## src/rtl/xbar_xfer_controller.sv

```systemverilog
// Per-output packet transfer controller between the round-robin switch arbiter and the
// crossbar datapath. Each output accepts one granted input, stays locked to it for the
// whole packet and pops flits under per-output credit flow control.
module xbar_xfer_controller #(
  parameter int unsigned NUM_PORTS   = 8,
  parameter int unsigned LEN_W       = 4,
  parameter int unsigned MAX_CREDITS = 4
) (
  input  logic                         clock,
  input  logic                         reset_n,
  input  logic [NUM_PORTS-1:0]         grant_valid,
  input  logic [3*NUM_PORTS-1:0]       grant_out,
  input  logic [LEN_W*NUM_PORTS-1:0]   pkt_len,
  input  logic [NUM_PORTS-1:0]         credit_return,
  output logic [NUM_PORTS-1:0]         ack,
  output logic [3*NUM_PORTS-1:0]       xbar_sel,
  output logic [NUM_PORTS-1:0]         xbar_sel_valid,
  output logic [NUM_PORTS-1:0]         flit_pop,
  output logic [NUM_PORTS-1:0]         input_locked,
  output logic                         credit_err
);

  localparam logic [2:0] MaxCred = 3'(MAX_CREDITS);

  typedef enum logic {StIdle, StXfer} state_e;

  state_e           state_q   [NUM_PORTS];
  state_e           state_d   [NUM_PORTS];
  logic [2:0]       src_q     [NUM_PORTS];
  logic [2:0]       src_d     [NUM_PORTS];
  logic [LEN_W-1:0] remain_q  [NUM_PORTS];
  logic [LEN_W-1:0] remain_d  [NUM_PORTS];
  logic [2:0]       credits_q [NUM_PORTS];
  logic [2:0]       credits_d [NUM_PORTS];
  logic             credit_err_q, credit_err_d;

  logic [NUM_PORTS-1:0] has_cand;
  logic [2:0]           win [NUM_PORTS];
  logic [NUM_PORTS-1:0] pop_o;

  // Ownership and select outputs come straight from per-output state flops.
  always_comb begin
    input_locked   = '0;
    xbar_sel_valid = '0;
    xbar_sel       = '0;
    for (int o = 0; o < NUM_PORTS; o++) begin
      xbar_sel[3*o +: 3] = src_q[o];
      if (state_q[o] == StXfer) begin
        xbar_sel_valid[o]       = 1'b1;
        input_locked[src_q[o]]  = 1'b1;
      end
    end
  end

  // Candidate search per output; descending scan so the lowest input index wins.
  always_comb begin
    for (int o = 0; o < NUM_PORTS; o++) begin
      has_cand[o] = 1'b0;
      win[o]      = '0;
      for (int i = NUM_PORTS - 1; i >= 0; i--) begin
        if (grant_valid[i] && (grant_out[3*i +: 3] == 3'(o)) && (i != o) &&
            !input_locked[i] && (pkt_len[LEN_W*i +: LEN_W] != '0)) begin
          has_cand[o] = 1'b1;
          win[o]      = 3'(i);
        end
      end
    end
  end

  // Combinational ack and flit pops; both forced low while reset is asserted.
  always_comb begin
    ack      = '0;
    flit_pop = '0;
    pop_o    = '0;
    for (int o = 0; o < NUM_PORTS; o++) begin
      pop_o[o] = (state_q[o] == StXfer) && (credits_q[o] != '0);
      ack[o]   = reset_n && (state_q[o] == StIdle) && (credits_q[o] != '0) && has_cand[o];
      if (pop_o[o] && reset_n) begin
        flit_pop[src_q[o]] = 1'b1;
      end
    end
  end

  // Next-state: packet FSM, length countdown and credit accounting per output.
  always_comb begin
    credit_err_d = credit_err_q;
    for (int o = 0; o < NUM_PORTS; o++) begin
      state_d[o]   = state_q[o];
      src_d[o]     = src_q[o];
      remain_d[o]  = remain_q[o];
      credits_d[o] = credits_q[o];
      unique case (state_q[o])
        StIdle: begin
          if (ack[o]) begin
            state_d[o]  = StXfer;
            src_d[o]    = win[o];
            remain_d[o] = pkt_len[LEN_W*int'(win[o]) +: LEN_W];
          end
        end
        StXfer: begin
          if (pop_o[o]) begin
            remain_d[o] = remain_q[o] - LEN_W'(1);
            if (remain_q[o] == LEN_W'(1)) begin
              state_d[o] = StIdle;
            end
          end
        end
        default: state_d[o] = StIdle;
      endcase
      if (credit_return[o] && !pop_o[o]) begin
        if (credits_q[o] == MaxCred) begin
          credit_err_d = 1'b1;
        end else begin
          credits_d[o] = credits_q[o] + 3'd1;
        end
      end else if (!credit_return[o] && pop_o[o]) begin
        credits_d[o] = credits_q[o] - 3'd1;
      end
    end
  end

  // State registers; reset abandons any packet in flight without draining.
  always_ff @(posedge clock or negedge reset_n) begin
    if (!reset_n) begin
      for (int o = 0; o < NUM_PORTS; o++) begin
        state_q[o]   <= StIdle;
        src_q[o]     <= '0;
        remain_q[o]  <= '0;
        credits_q[o] <= MaxCred;
      end
      credit_err_q <= 1'b0;
    end else begin
      for (int o = 0; o < NUM_PORTS; o++) begin
        state_q[o]   <= state_d[o];
        src_q[o]     <= src_d[o];
        remain_q[o]  <= remain_d[o];
        credits_q[o] <= credits_d[o];
      end
      credit_err_q <= credit_err_d;
    end
  end

  assign credit_err = credit_err_q;

endmodule

```

## config.mk

```make
export PLATFORM = sky130hd
export DESIGN_NAME = xbar_xfer_controller
export DESIGN_NICKNAME = d
export VERILOG_FILES = /design/src/rtl/xbar_xfer_controller.sv
export SDC_FILE = /design/constraint.sdc
export NUM_CORES = 1
export LEC_CHECK = 0
export CAP_MARGIN = 30
export CORE_AREA = 4 4 217 219
export CTS_BUF_LIST = sky130_fd_sc_hd__clkbuf_8
export CTS_CLUSTER_DIAMETER = 100
export DETAILED_ROUTE_END_ITERATION = 12
export DIE_AREA = 0 0 221 223
export GPL_TIMING_DRIVEN = 0
export PLACE_DENSITY = 0.42
export SLEW_MARGIN = 20
export SYNTH_ARGS = -nofsm -noshare
export SYNTH_HDL_FRONTEND = slang
export SYNTH_SLANG_ARGS = --single-unit
```

## constraint.sdc

```tcl
create_clock -name clock -period 2.94 [get_ports clock]
set_input_delay 0.294 -clock clock [delete_from_list [all_inputs] [get_ports clock]]
set_output_delay 0.294 -clock clock [all_outputs]
set_load 0.01 [all_outputs]
```

-- Yosys cells after proc, flatten, opt, wreduce, memory -nomap -nowiden
Index checks and enable logic that the tools add are counted.
Widths: inputs -> output; s select.
- flip-flop bits (word level): 89
- bits in latches: 0
- memory bits (writable): 0
- ROM bits: 0
- input bits: 74
- memories: 0
- $add $sub $neg: 24
- multiply operators: 0
- divide/modulo/power cells: 0
- magnitude comparators: 16
- equal/unequal tests: 89
- shift operators: 8
- muxes and demuxes: 248
- bitwise logic cells: 22
- reductions and logical operators: 311
- operators by type and width (kind ; number):
    $shiftx 32x6->4 ; 8
    $mux 3 ; 80
    $logic_and 1x1->1 ; 232
    $mux 8 ; 16
    $mux 1 ; 112
    $or 8x8->8 ; 14
    $eq 3x3->1 const B ; 36
    $mux 4 ; 16
    $pmux 4 s2 ; 8
    $reduce_and 2->1 ; 24
    $eq 3x2->1 const B ; 14
    $eq 4x1->1 const B ; 8
    $lt 3x4->1 const B ; 8
    $ne 2x2->1 const B ; 16
    $reduce_bool 4->1 ; 8
    $sub 4x1->4 const B ; 8
    $add 3x1->3 const B ; 8
    $demux 1 s3 ; 8
    $ge 3x1->1 const B ; 8
    $logic_not 1->1 ; 24
    $reduce_bool 3->1 ; 8
    $sub 3x1->3 const B ; 8
    $eq 3x1->1 const B ; 7
    $logic_not 3->1 ; 7
    4 further kinds ; 32

-- Longest topological paths before layout
- depth after elaboration: 32
- gate-level depth with buffers: 12
- mapped depth without buffers: 10

-- Worst setup path after synthesis
OpenSTA, ideal clock, no wires.
- kind: register -> register
- start point: reg state_q[6] (netlist bit)
- end point: reg remain_q[4] (netlist bit)
- arrival: 2.940 ns
- setup slack: -0.135 ns
- stages on the path, launching flop included: 12
- path buffers: 2
- clock period less this slack: 3.075 ns
- cells stage by stage: dfrtp_1 > clkbuf_1 > nor4bb_1 > nor4_1 > nand2_1 > or3_1 > a31oi_1 > a21o_1 > buf_2 > mux2_1 > a22oi_1 > o211ai_1
- elaborated cells between the ends (all ways): 54
- those cells by class: eq/ne (1); shift (1); mux (23); bitwise (6); reduce/logical (23)
- RTL lines (element ; line ; source):
    start, declared ; 27 ; state_e state_q [NUM_PORTS];
    start signal, assigned by index ; 126 ; state_q[o] <= StIdle;
    start signal, assigned by index ; 134 ; state_q[o] <= state_d[o];
    $mux 8 (*) ; 48 ; if (state_q[o] == StXfer) begin
    $or 8x8->8 (no source line) ; -- ;
    $mux 8 (*) ; 48 ;
    $or 8x8->8 (no source line) ; -- ;
    $mux 8 (*) ; 48 ;
    $or 8x8->8 (no source line) ; -- ;
    $mux 8 (*) ; 48 ;
    $or 8x8->8 (no source line) ; -- ;
    [... 5 more ...] ; -- ;
    named net input_locked[2] ; 19 ; output logic [NUM_PORTS-1:0] input_locked,
    $logic_not 1->1 (*) ; 62 ; !input_locked[i] && (pkt_len[LEN_W*i +: LEN_W] != '0)) begin
    $logic_and 1x1->1 (*) ; 61 ; if (grant_valid[i] && (grant_out[3*i +: 3] == 3'(o)) && (i != o) &&
    $logic_and 1x1->1 (*) ; 62 ;
    $mux 3 or $mux 1 (tied branches) (3 in a row) ; 61 ;
    $shiftx 32x6->4 or $logic_and 1x1->1 (tied branches) ; 97, 77 ;
    $mux 4 or $ne 2x2->1 (tied branches) ; -- ;
    $pmux 4 s2 or $reduce_and 2->1 (tied branches) ; -- ;
    end signal, assigned by index ; 136 ; remain_q[o] <= remain_d[o];
    end, declared ; 31 ; logic [LEN_W-1:0] remain_q [NUM_PORTS];
The timed path passes the listed nets; every way through them passes the cells marked *. The select of a mux whose other input is x is not followed.
A chain may end at the register's enable or synchronous reset.

-- Worst setup path in the final report
- start point: reg src_q (netlist bit xbar_sel[4])
- end point: out ack[6]
- word-level cells in the longest chain between the ends: 29
- elaborated cells between the ends (all ways): 48
- those cells by class: order compare (2); mux (16); bitwise (7); reduce/logical (23)
- RTL lines (element ; line ; source):
    start, declared ; 29 ; logic [2:0] src_q [NUM_PORTS];
    start signal, assigned by index ; 135 ; src_q[o] <= src_d[o];
    $lt 3x4->1 (implied by the code) or $ge 3x1->1 (tied branches) ; 50 ; input_locked[src_q[o]] = 1'b1;
    $logic_and 1x1->1 (implied by the code) ; 50 ;
    $mux 1 (implied by the code) ; 50 ;
    $demux 1 s3 (*) ; 50 ;
    $or 8x8->8 (no source line) (*) ; -- ;
    $mux 8 (*) ; 48 ;
    $or 8x8->8 (no source line) ; -- ;
    $mux 8 (*) ; 48 ;
    [... 8 more ...] ; -- ;
    $or 8x8->8 (no source line) ; -- ;
    $mux 8 (*) ; 48 ;
    $logic_not 1->1 ; -- ;
    $logic_and 1x1->1 ; 61 ;
    $logic_and 1x1->1 ; 62 ;
    $mux 1 (6 in a row) ; 61 ;
    $mux 1 (*) ; 61 ;
    $logic_and 1x1->1 (*) ; 77 ; ack[o] = reset_n && (state_q[o] == StIdle) && (credits_q[o] != '0) && has_cand[o];
    end, declared ; 15 ; output logic [NUM_PORTS-1:0] ack,
Mark *: on every way between the ends. The rest lies on a longest branch, timed or not.

==> flow_summary.json <==
{
  "status": "complete, but fails checks",
  "violations": "setup timing",
  "ant_nets": 0,
  "gp_congestion": 0.989,
  "tightest_slew_ns": 1.19,
  "arrival_ns": 2.92,
  "cp-end-kind": "output port",
  "period_share": 1.09,
  "grt_pass1_wl_um": 90900,
  "min_delay_path_depth": 2,
  "drc": 0,
  "track_usage": 0.244,
  "ys_dominant_reg_cell": "dfrtp_1",
  "p_switching_mw": 8.27,
  "cp_cell_sequence": "buf_4 > nor4bb_4 > or4_4 > nor4_4 > buf_4 > a41oi_4 > nand2_2 > o311ai_4 > nor2_4 > buf_6",
  "peakVddDrop_uv": 451,
  "worst_slack_ns": -0.276,
  "maxCapViolations": 0,
  "synthDistinctLibCells": 101,
  "cellLeakagePower_nw": 7.35,
  "async_reset_ff_frac": 1.00,
  "setup_tns_ns": -6.78,
  "power.total_mw": 17.1,
  "hold_viol": 0,
  "area_delta_synth_final_pct": 62.6,
  "fmax_mhz": 311,
  "rsz0062_at_grt": "yes",
  "pwr-share-clk": 0.057,
  "cp_max_fo": 4,
  "grt_pass1_vias": 13800,
  "cts_htree_levels": 3,
  "vias_per_cell": 5.82,
  "power_density_mw_per_mm2": 941,
  "cts_tree": "done",
  "internal_power_mw": 8.83,
  "n_fill_cell": 4623,
  "drv_slew": 0,
  "syn-cell-area_mm2": 0.0112,
  "cp.depth": 10,
  "netSwitchingFraction": 0.484,
  "dieArea_mm2": 0.0493,
  "fin_crit_ns": 3.22,
  "drt_iter0_drc": 1340,
  "pin_count": 131,
  "vias": 14400,
  "port_buffers": 101,
  "nets": 1969,
  "dpl.hpwl_um": 44100,
  "yosys_warnings": 0,
  "synth_cells": 1464,
  "clockBufferDepth": 2,
  "cp-start-kind": "register",
  "grt-ovfl-total": 0,
  "fin_skew_ns": 0.0167,
  "rows": 78,
  "dp_cells": 2171,
  "cpPeakStageDelay_ns": 0.52,
  "coreArea_mm2": 0.0451,
  "reg2regPathDepth": 13,
  "cts_root_buf": "clkbuf_8",
  "slew_headroom": 0.204,
  "comb_power_share": 0.780,
  "crit_required_ns": 2.65,
  "clk_pin_slew_ns": 0.09,
  "synth-edff-count": 0,
  "crit_slowest_cell": "nor4bb_4",
  "synth_nets": 1562,
  "drt-total-wl_um": 63800,
  "worstHoldPathType": "primary input to register",
  "clock_latency_ns": 0.48,
  "critPathBufInv": 3,
  "ys_ff_latch": 89,
  "p_seq_frac": 0.162,
  "ys_seq_area_frac": 0.200,
  "crit_family": "simple AND/OR/NAND/NOR gates",
  "fin_cells": 2477,
  "dr.pass1.iters": 5,
  "cts_sinks": 89,
  "die_w_um": 221,
  "die_y_um": 223,
  "critical_path_class": "register to output port",
  "wl_per_cell_um": 25.7,
  "cts_buffers": 9,
  "avgSynthCellArea_um2": 7.64,
  "worst_path_most_repeated_cell": "buf_4",
  "drive_above_1_share": 0.405,
  "grt_max_degree": 35,
  "worst_hold_slack_ns": 0.262,
  "antenna_found_initial": 2,
  "setup_viol": 41,
  "start_util": 0.248
}
## per-stage QoR
step                instance area (µm²)  setup slack (ns)   util
floorplan                         11200          -0.00182      -
global placement                  13000             -5.37  0.289
detailed placement                13100             -2.08  0.291
CTS                               17000            -0.250  0.376
global route                      18200            -0.359  0.403
finish                            18200            -0.276  0.403
## logic make-up (layout without fill, tap and decap cells)
kind of cell	after synthesis	count (layout)	synth area share
and+or+nand+nor	641	641	0.320
AOI/OAI and AO/OA	415	415	0.264
buffers and inverters	169	581	0.0636
muxes	119	119	0.115
DFF	89	89	0.200
adders and majority gates	24	24	0.0322
xor gates and xnor gates	7	7	0.00548
other	0	1	0
## final cells by class
type,count,area [µm²],share of cell area
plain buffers,88,671,0.0369
clock buffers,10,138,0.00757
multi-input cells,1206,10200,0.562
well taps,600,751,0.0413
repair buffers,423,3850,0.212
flip-flops and latches,89,2280,0.125
clock inverters,6,58.8,0.00324
inverters,54,208,0.0114
diodes,1,2.50,0.000138
## worst paths after layout
check / end / slack, ns / start
max in group asynchronous: state_q[1] / 1.76 / reset_n
worst min register to register: remain_q[15] / 0.52 / remain_q[15]
min in group asynchronous: xbar_sel[9] / 0.54 / reset_n
worst max-delay path: ack[6] / -0.28 / xbar_sel[4]
worst max register to register: remain_q[7] / -0.26 / xbar_sel[10]
worst min-delay path: credits_q[23] / 0.26 / credit_return[0]
## metal layers
metal | GRT usage | wire [µm] | vias up | share of wire
met5 | 0 | 17 | - | 0.00027
met1 | 0.332 | 27600 | 7115 | 0.43
li1 | - | - | 6409 | -
met2 | 0.369 | 27700 | 710 | 0.44
met4 | 0.110 | 3070 | 2 | 0.048
met3 | 0.0551 | 5340 | 175 | 0.084
## sequential cells by signal, summed over array words and instances, names as in the netlist
signal      count
credits_q      24
credit_err      1
state_q         8
remain_q       32
xbar_sel       24
## layout by cell type (no fill, tap or decap), types with 20 or more instances in the layout
cell               n
a21oi_1           63
clkbuf_1          34
clkdlybuf4s50_1   76
nand3_1           50
buf_6             84
nor3_1            47
dfrtp_2           33
inv_1             48
mux2i_1           77
nand4_1           34
buf_4            246
dfrtp_1           48
o22ai_1           27
o211ai_1          20
nand2_1          123
nand2b_1          22
nor2_1            91
o21ai_0           59
## Yosys cell counts, drive strengths merged, types with 8 or more instances
| master | instances | area share |
|---|---|---|
| a211o | 11 | 0.0086 |
| a211oi | 16 | 0.012 |
| a21oi | 82 | 0.037 |
| a22oi | 23 | 0.015 |
| a31oi | 19 | 0.011 |
| a32oi | 11 | 0.0086 |
| and2 | 18 | 0.010 |
| and3 | 15 | 0.0084 |
| buf | 44 | 0.021 |
| clkbuf | 71 | 0.024 |
| dfrtp | 81 | 0.18 |
| dfstp | 8 | 0.019 |
| fa | 8 | 0.014 |
| ha | 16 | 0.018 |
| inv | 51 | 0.017 |
| mux2 | 33 | 0.033 |
| mux2i | 82 | 0.073 |
| nand2 | 134 | 0.045 |
| nand2b | 29 | 0.016 |
| nand3 | 66 | 0.030 |
| nand3b | 14 | 0.0094 |
| nand4 | 34 | 0.019 |
| nand4b | 16 | 0.013 |
| nor2 | 106 | 0.036 |
| nor2b | 17 | 0.0095 |
| nor3 | 60 | 0.027 |
| nor4 | 31 | 0.022 |
| nor4b | 8 | 0.0068 |
| nor4bb | 20 | 0.018 |
| o211ai | 20 | 0.013 |
| o21a | 15 | 0.010 |
| o21ai | 82 | 0.037 |
| o221ai | 16 | 0.013 |
| o22ai | 33 | 0.018 |
| o41ai | 10 | 0.013 |
| or2 | 9 | 0.0050 |
| or3 | 26 | 0.015 |
| or4 | 9 | 0.0070 |
## worst register-to-register path: cells and delay by family, from the launching register on
family	cells	cell delay [ns]
multiplexers	2	0.27
AO/OA/AOI/OAI	3	0.55
buffers and inverters	4	0.70
AND/OR/NAND/NOR	4	1.14
flip-flops	1	0.41
## repair_timing
action / 4_1_cts / 5_1_grt
pin swaps: 141 / 119
endpoints found under the setup margin: 84 / 54
resized for setup: 472 / 152
hold buffers: 8 / 0
cloned: 3 / 1
endpoints found under the hold margin: 59 / 0
setup buffers: 236 / 82
## power groups by stage
| stage | logic (mW) | registers (mW) | clock network [mW] |
|---|---|---|---|
| after floorplan | 5.84 | 2.51 | 0 |
| after global placement | 8.76 | 2.68 | 0 |
| after detailed placement | 8.84 | 2.68 | 0 |
| after CTS | 11.9 | 2.80 | 1.01 |
| after global routing | 14.2 | 2.89 | 1.05 |
| final | 13.3 | 2.78 | 0.982 |
Power figures use the tool's default switching activity.
